[config.mk]
export PLATFORM = sky130hd
export DESIGN_NAME = spi_master
export DESIGN_NICKNAME = d
export VERILOG_FILES = /design/src/rtl/spi_pkg.sv /design/src/rtl/spi_master_shifter.sv /design/src/rtl/spi_master.sv
export SDC_FILE = /design/constraint.sdc
export NUM_CORES = 1
export LEC_CHECK = 0
export CORE_MARGIN = 2
export CORE_UTILIZATION = 46
export DETAILED_ROUTE_END_ITERATION = 6
export PLACE_DENSITY = 0.71
export SETUP_SLACK_MARGIN = 0.15
export SLEW_MARGIN = 20
export SYNTH_ARGS = -nofsm -noshare
export SYNTH_HDL_FRONTEND = slang
export SYNTH_HIERARCHICAL = 1
export SYNTH_SLANG_ARGS = --single-unit
[constraint.sdc]
create_clock -name clk -period 2.01 [get_ports clk]
set_clock_uncertainty 0.05 [all_clocks]
set_input_delay 0.402 -clock clk [delete_from_list [all_inputs] [get_ports clk]]
set_output_delay 0.402 -clock clk [all_outputs]
set_load 0.02 [all_outputs]
[src/rtl/spi_pkg.sv]
// Shared definitions for the SPI master: command codes, FSM state encoding,
// frame/data widths and the frame-building helper.
package spi_pkg;

    localparam int FRAME_W = 10;
    localparam int DATA_W  = 8;
    localparam int CMD_W   = 2;

    localparam logic [CMD_W-1:0] CMD_WR_ADDR = 2'b00;
    localparam logic [CMD_W-1:0] CMD_WR_DATA = 2'b01;
    localparam logic [CMD_W-1:0] CMD_RD_ADDR = 2'b10;
    localparam logic [CMD_W-1:0] CMD_RD_DATA = 2'b11;

    typedef enum logic [2:0] {
        ST_IDLE  = 3'd0,
        ST_START = 3'd1,
        ST_SHIFT = 3'd2,
        ST_TURN  = 3'd3,
        ST_RECV  = 3'd4,
        ST_END   = 3'd5
    } state_t;

    // Frame layout on the wire: command code first, then payload, MSB first.
    function automatic logic [FRAME_W-1:0] make_frame(input logic [CMD_W-1:0] c,
                                                      input logic [DATA_W-1:0] d);
        return {c, d};
    endfunction

endpackage

[src/rtl/spi_master_shifter.sv]
// 10-bit parallel-load shift register. Serial out is the MSB; serial in
// enters at the LSB. o_rx_byte presents the low byte as it will look after
// the current shift, so the final received bit can be captured in the same
// edge that samples it.
module spi_master_shifter
    import spi_pkg::*;
(
    input  logic               clk,
    input  logic               rst,
    input  logic               i_load,
    input  logic [FRAME_W-1:0] i_load_val,
    input  logic               i_shift,
    input  logic               i_sin,
    output logic               o_sout,
    output logic [DATA_W-1:0]  o_rx_byte
);

    logic [FRAME_W-1:0] r_sr;

    // Load has priority over shift; both are one-cycle operations.
    always_ff @(posedge clk) begin
        if (rst) begin
            r_sr <= '0;
        end else if (i_load) begin
            r_sr <= i_load_val;
        end else if (i_shift) begin
            r_sr <= {r_sr[FRAME_W-2:0], i_sin};
        end
    end

    assign o_sout    = r_sr[FRAME_W-1];
    assign o_rx_byte = {r_sr[DATA_W-2:0], i_sin};

endmodule

[src/rtl/spi_master.sv]
// SPI master: one command per frame, 10-bit command/payload frame shifted
// MSB first, with an optional turnaround and 8-bit receive for rd-data.
// Optional feature: define SPI_MASTER_RDCHK_EN to require a rd-addr before
// every rd-data; an unpaired rd-data is dropped and seq_err latches high.
module spi_master
    import spi_pkg::*;
#(
    parameter int TURNAROUND = 2
)
(
    input  logic              clk,
    input  logic              rst,
    input  logic              cmd_valid,
    output logic              cmd_ready,
    input  logic [CMD_W-1:0]  cmd,
    input  logic [DATA_W-1:0] cmd_data,
    output logic              rsp_valid,
    output logic [DATA_W-1:0] rsp_data,
    output logic              SS_n,
    output logic              MOSI,
    input  logic              MISO,
    output logic              seq_err
);

    localparam logic [3:0] SHIFT_LAST = 4'(FRAME_W - 1);
    localparam logic [3:0] TURN_LAST  = 4'(TURNAROUND - 1);
    localparam logic [3:0] RECV_LAST  = 4'(DATA_W - 1);

    state_t            r_state;
    logic              r_cmd_ready;
    logic              r_rsp_valid;
    logic [DATA_W-1:0] r_rsp_data;
    logic              r_ss_n;
    logic              r_mosi;
    logic              r_is_read;
    logic [3:0]        r_cnt;

    logic              w_handshake;
    logic              w_drop;
    logic              w_load;
    logic              w_shift;
    logic              w_sin;
    logic              w_sout;
    logic [DATA_W-1:0] w_rx_byte;

    // cmd_ready is a register cleared by reset, so it is only seen in IDLE.
    assign w_handshake = cmd_valid & r_cmd_ready;
    assign w_load      = w_handshake & ~w_drop;
    assign w_shift     = (r_state == ST_START) || (r_state == ST_SHIFT) || (r_state == ST_RECV);
    assign w_sin       = (r_state == ST_RECV) ? MISO : 1'b0;

`ifdef SPI_MASTER_RDCHK_EN
    logic r_rd_armed;
    logic r_seq_err;

    assign w_drop  = (cmd == CMD_RD_DATA) && !r_rd_armed;
    assign seq_err = r_seq_err;

    // Track rd-addr / rd-data pairing; an unpaired rd-data sets the sticky error.
    always_ff @(posedge clk) begin
        if (rst) begin
            r_rd_armed <= 1'b0;
            r_seq_err  <= 1'b0;
        end else if (w_handshake) begin
            if (cmd == CMD_RD_ADDR) begin
                r_rd_armed <= 1'b1;
            end else if (cmd == CMD_RD_DATA) begin
                r_rd_armed <= 1'b0;
            end
            if (w_drop) begin
                r_seq_err <= 1'b1;
            end
        end
    end
`else
    assign w_drop  = 1'b0;
    assign seq_err = 1'b0;
`endif

    // Frame sequencer with all pin-level outputs registered.
    always_ff @(posedge clk) begin
        if (rst) begin
            r_state     <= ST_IDLE;
            r_cmd_ready <= 1'b0;
            r_rsp_valid <= 1'b0;
            r_rsp_data  <= '0;
            r_ss_n      <= 1'b1;
            r_mosi      <= 1'b0;
            r_is_read   <= 1'b0;
            r_cnt       <= '0;
        end else begin
            r_rsp_valid <= 1'b0;
            case (r_state)
                ST_IDLE: begin
                    r_cmd_ready <= 1'b1;
                    if (w_handshake) begin
                        r_cmd_ready <= 1'b0;
                        r_is_read   <= (cmd == CMD_RD_DATA) && !w_drop;
                        r_mosi      <= 1'b0;
                        r_cnt       <= '0;
                        if (w_drop) begin
                            // Dropped command: no frame, SS_n stays high.
                            r_state <= ST_END;
                        end else begin
                            r_state <= ST_START;
                            r_ss_n  <= 1'b0;
                        end
                    end
                end
                ST_START: begin
                    r_state <= ST_SHIFT;
                    r_mosi  <= w_sout;
                    r_cnt   <= '0;
                end
                ST_SHIFT: begin
                    if (r_cnt == SHIFT_LAST) begin
                        r_cnt  <= '0;
                        r_mosi <= 1'b0;
                        if (r_is_read) begin
                            r_state <= ST_TURN;
                        end else begin
                            r_state <= ST_END;
                            r_ss_n  <= 1'b1;
                        end
                    end else begin
                        r_cnt  <= r_cnt + 4'd1;
                        r_mosi <= w_sout;
                    end
                end
                ST_TURN: begin
                    if (r_cnt == TURN_LAST) begin
                        r_cnt   <= '0;
                        r_state <= ST_RECV;
                    end else begin
                        r_cnt <= r_cnt + 4'd1;
                    end
                end
                ST_RECV: begin
                    if (r_cnt == RECV_LAST) begin
                        r_cnt       <= '0;
                        r_state     <= ST_END;
                        r_ss_n      <= 1'b1;
                        r_rsp_valid <= 1'b1;
                        r_rsp_data  <= w_rx_byte;
                    end else begin
                        r_cnt <= r_cnt + 4'd1;
                    end
                end
                ST_END: begin
                    r_state     <= ST_IDLE;
                    r_cmd_ready <= 1'b1;
                end
                default: begin
                    r_state     <= ST_IDLE;
                    r_ss_n      <= 1'b1;
                    r_mosi      <= 1'b0;
                    r_cmd_ready <= 1'b0;
                end
            endcase
        end
    end

    spi_master_shifter u_shifter (
        .clk        (clk),
        .rst        (rst),
        .i_load     (w_load),
        .i_load_val (make_frame(cmd, cmd_data)),
        .i_shift    (w_shift),
        .i_sin      (w_sin),
        .o_sout     (w_sout),
        .o_rx_byte  (w_rx_byte)
    );

    assign cmd_ready = r_cmd_ready;
    assign rsp_valid = r_rsp_valid;
    assign rsp_data  = r_rsp_data;
    assign SS_n      = r_ss_n;
    assign MOSI      = r_mosi;

endmodule

==> results.md <==
* Status: completed
* Reg clk slew, reported paths at ~0.08 ns
* Total CTS buffers at 5
* Top sig layer: met4
* Worst skew pair latency at approximately 0.32 ns
* Die Ht at approximately 62 um
* Initial antenna violation count at 0
* Multiplexer share of the synthesized area at between 10% and 20%
* CP max stage delay at 0.49 ns
* Synth Area in Compound Gates at between 10% and 20%
* Via count at roughly 1300
* CTS max path bufs at 2
* CP Capture Type: flop
* # Post-CTS Setup Buffers at 0
* Root buf cell: clkbuf_4
* Min Tclk post-route at between 1.5 and 2 ns
* Synth Area in Adders at under 10%
* Number of synthesized flops with an enable pin at 0
* PortBufs at 25
* Post-DP HPWL at 2.33 mm
* Final period util at 88.6%
* Die X at between 60 and 70 um
* Vias per cell at about 5.3
* Placement row count at 21
* Setup ws final at 0.230 ns
* Wire length on met1 at 1.44 mm
* GRT Resource Usage Total at roughly 17%
* Final ANT Viol Nets at 0
* Critical path data arrival time at about 2.0 ns
* Mapped Cells at 173
* Worst vdd ir at just over 0.7 mV
* Synth area leaders: dfxtp_1 (38%), mux2i_1 (12%), nor2b_1 (5.6%)
* Post-synthesis register bit count at 30
* Yosys warning count at 6
* DR pass1 iterations at 4
* Largest net degree at the start of global routing at 21
* Setup CP Type: flop to flop
* ANT cells at 0
* Post-synthesis simple-gate area fraction at a little under a fifth
* Share of cells above drive strength 1 at 11.3%
* Ports at 27
* WL/cell at 12.9 um
* GRT overflow at 0
* Largest family of logic cells by synthesized area: compound AO/OA/AOI/OAI gates
* Leak pwr at about 0.67 nW
* Pwr dens at roughly 1200 nW/um^2
* Area growth from synthesis to layout at 19.3%
* Synth Area in XOR/XNOR at under 10%
* DRC viols at 0
* Syn Area/Cell at 9.05 um^2
* Req. time, crit path at between 2 and 2.5 ns
* Fin util at a little under three fifths
* Die area at a little under 4000 um^2
* Post-Syn Nets at 189
* Post-synth top area cell: dfxtp_1
* Mapped Area at 1570 um^2
* Final Hold Viols at 0
* Initial DRC Count at 34
* Starting Density at 47.3%
* Worst path slowest cell: or4_1
* CP Cell Sequence: ha_1, or2b_1, o21a_4, or4_1, a21oi_1
* Sequential-to-total area share from yosys stat at 38.4%
* Wirelength, routed at about 3.1 mm
* Commonest register cell after synthesis: dfxtp_1
* CTS tree: built
* Number of fill cells at between 300 and 400
* Vias in the first global route at about 1200
* Clk sinks at 30
* Max_cap viols at 0
* Gpl congestion at 0.774
* Final setup vio count at 0
* CTS H-tree lvls at 2
* Pre-CTS WS at about 0.11 ns
* Met2 wire length at 1.47 mm
* First-pass GRT wire length at approximately 5.4 mm
* Post-synthesis async set-or-reset flop share at 0%
* RSZ-0062 raised after global routing: no
* CP startpoint kind: flop
* Met3 wire length at 139 um
* Min-Delay Path Class: flop to flop
* Post-synth cell types at 42
* Slew Limit Fails at 0
* Post-synth top area share at about two fifths
* Overall power at 2.26 mW
* Finished Layout Cells at 240
* Nets at 209
* Core area at approximately 3300 um^2
* Placed cell count at 232
* Fmax at 0.562 GHz
* Setup TNS at 0 ns
* Crit-path max FO at 6
-- cell usage after synthesis (2+ instances only) --
| cell type | n |
|---|---|
| a2111oi_0 | 2 |
| a211o_1 | 2 |
| a211oi_1 | 11 |
| a21o_1 | 2 |
| a21oi_1 | 11 |
| buf_2 | 2 |
| buf_4 | 9 |
| buf_6 | 2 |
| clkbuf_1 | 5 |
| dfxtp_1 | 30 |
| ha_1 | 2 |
| inv_1 | 4 |
| mux2i_1 | 18 |
| nand2_1 | 7 |
| nand2b_1 | 3 |
| nand3b_1 | 4 |
| nor2_1 | 13 |
| nor2b_1 | 14 |
| o21ai_0 | 5 |
| o21bai_1 | 3 |
| or4_1 | 2 |
| xnor2_1 | 2 |
-- through the flow --
stage          instance area (um^2)  hold slack, ns
3_3_place_gp                   1800           0.422
6_report                       1870           0.427
4_1_cts                        1860           0.448
3_5_place_dp                   1800           0.433
2_1_floorplan                  1570           0.412
5_1_grt                        1870           0.459
-- final timing paths --
| check | from | to | slack [ns] | cells after the start |
|---|---|---|---|---|
| setup reg to reg | r_cnt[0] | r_state[0] | 0.23 | 5 |
| hold / removal | r_cnt[1] | r_cnt[1] | 0.43 | 2 |
| setup / recovery | r_cnt[0] | r_state[0] | 0.23 | 5 |
| hold reg to reg | r_cnt[1] | r_cnt[1] | 0.43 | 2 |
-- layout by cell type (no fill, tap or decap), drive strengths merged --
master,Yosys,routed
clkbuf,5,7
nand3b,4,4
or3,1,1
buf,14,7
o22ai,1,1
conb,1,1
and3,1,1
a221o,1,1
or4,2,2
clkdlybuf4s50,0,24
a2111oi,2,2
or3b,1,1
o21bai,3,3
nand2b,3,3
inv,4,4
o21ai,5,5
ha,2,2
nand3,1,1
dfxtp,30,30
mux2i,18,18
and2,2,2
or2,1,1
nor2b,14,14
o31ai,1,1
nor2,14,14
dlygate4sd2,0,1
o21ba,1,1
or2b,1,1
a211oi,11,11
nand2,7,7
o21a,2,2
xnor2,2,2
a21o,2,2
a22o,1,1
nor3,1,1
a211o,2,2
a21oi,11,11
clkinv,1,2
-- per-layer routing --
layer | GRT usage, % | vias up
li1 | - | 638
met1 | 21.4 | 606
met2 | 27.6 | 30
met3 | 5.98 | 6
met4 | 6.94 | 0
met5 | 0 | -
-- report_power, final --
| group | switching (mW) | internal (mW) |
|---|---|---|
| clock network | 0.191 | 0.169 |
| logic | 0.519 | 0.521 |
| registers | 0.131 | 0.726 |
| total | 0.841 | 1.42 |
-- cell families (layout without fill, tap and decap cells) --
group	after synthesis	in the layout
simple gates	53	53
compound gates	43	43
flops	30	30
buf+inv	24	45
mux	18	18
fa+ha+maj	2	2
xor+xnor	2	2
other cells	1	1
-- layout make-up --
class / instances / area (um^2) / share of cell area, %
clock buffer: 7 / 55.1 / 2.95
clock inverter: 1 / 5.00 / 0.268
inverter: 5 / 18.8 / 1.01
multi-input combinational: 119 / 826 / 44.2
sequential: 30 / 603 / 32.3
tap: 46 / 57.6 / 3.08
timing repair buffer: 32 / 302 / 16.2
-- state kept, by name (all words and copies together) (netlist names) --
| register | count |
|---|---|
| r_cnt | 4 |
| u_shifter/r_sr | 10 |
| r_is_read | 1 |
| MOSI | 1 |
| r_state | 3 |
| rsp_data | 8 |
| rsp_valid | 1 |
| SS_n | 1 |
| cmd_ready | 1 |
-- worst max-delay path: cells and delay by family, from the launching register on --
kind,cells,cell delay (ns)
AO/OA/AOI/OAI,2,0.37
adder cells (fa/ha/maj),1,0.16
flip-flops,1,0.37
AND/OR/NAND/NOR,2,0.75
-- repair_timing --
item	CTS	global route
pin swaps	0	1
hold buffers	0	0
hold endpoints to repair	0	0
setup endpoints to repair	1	13
gates resized for setup	1	3
Note: power is estimated with default switching activity, not from simulation.
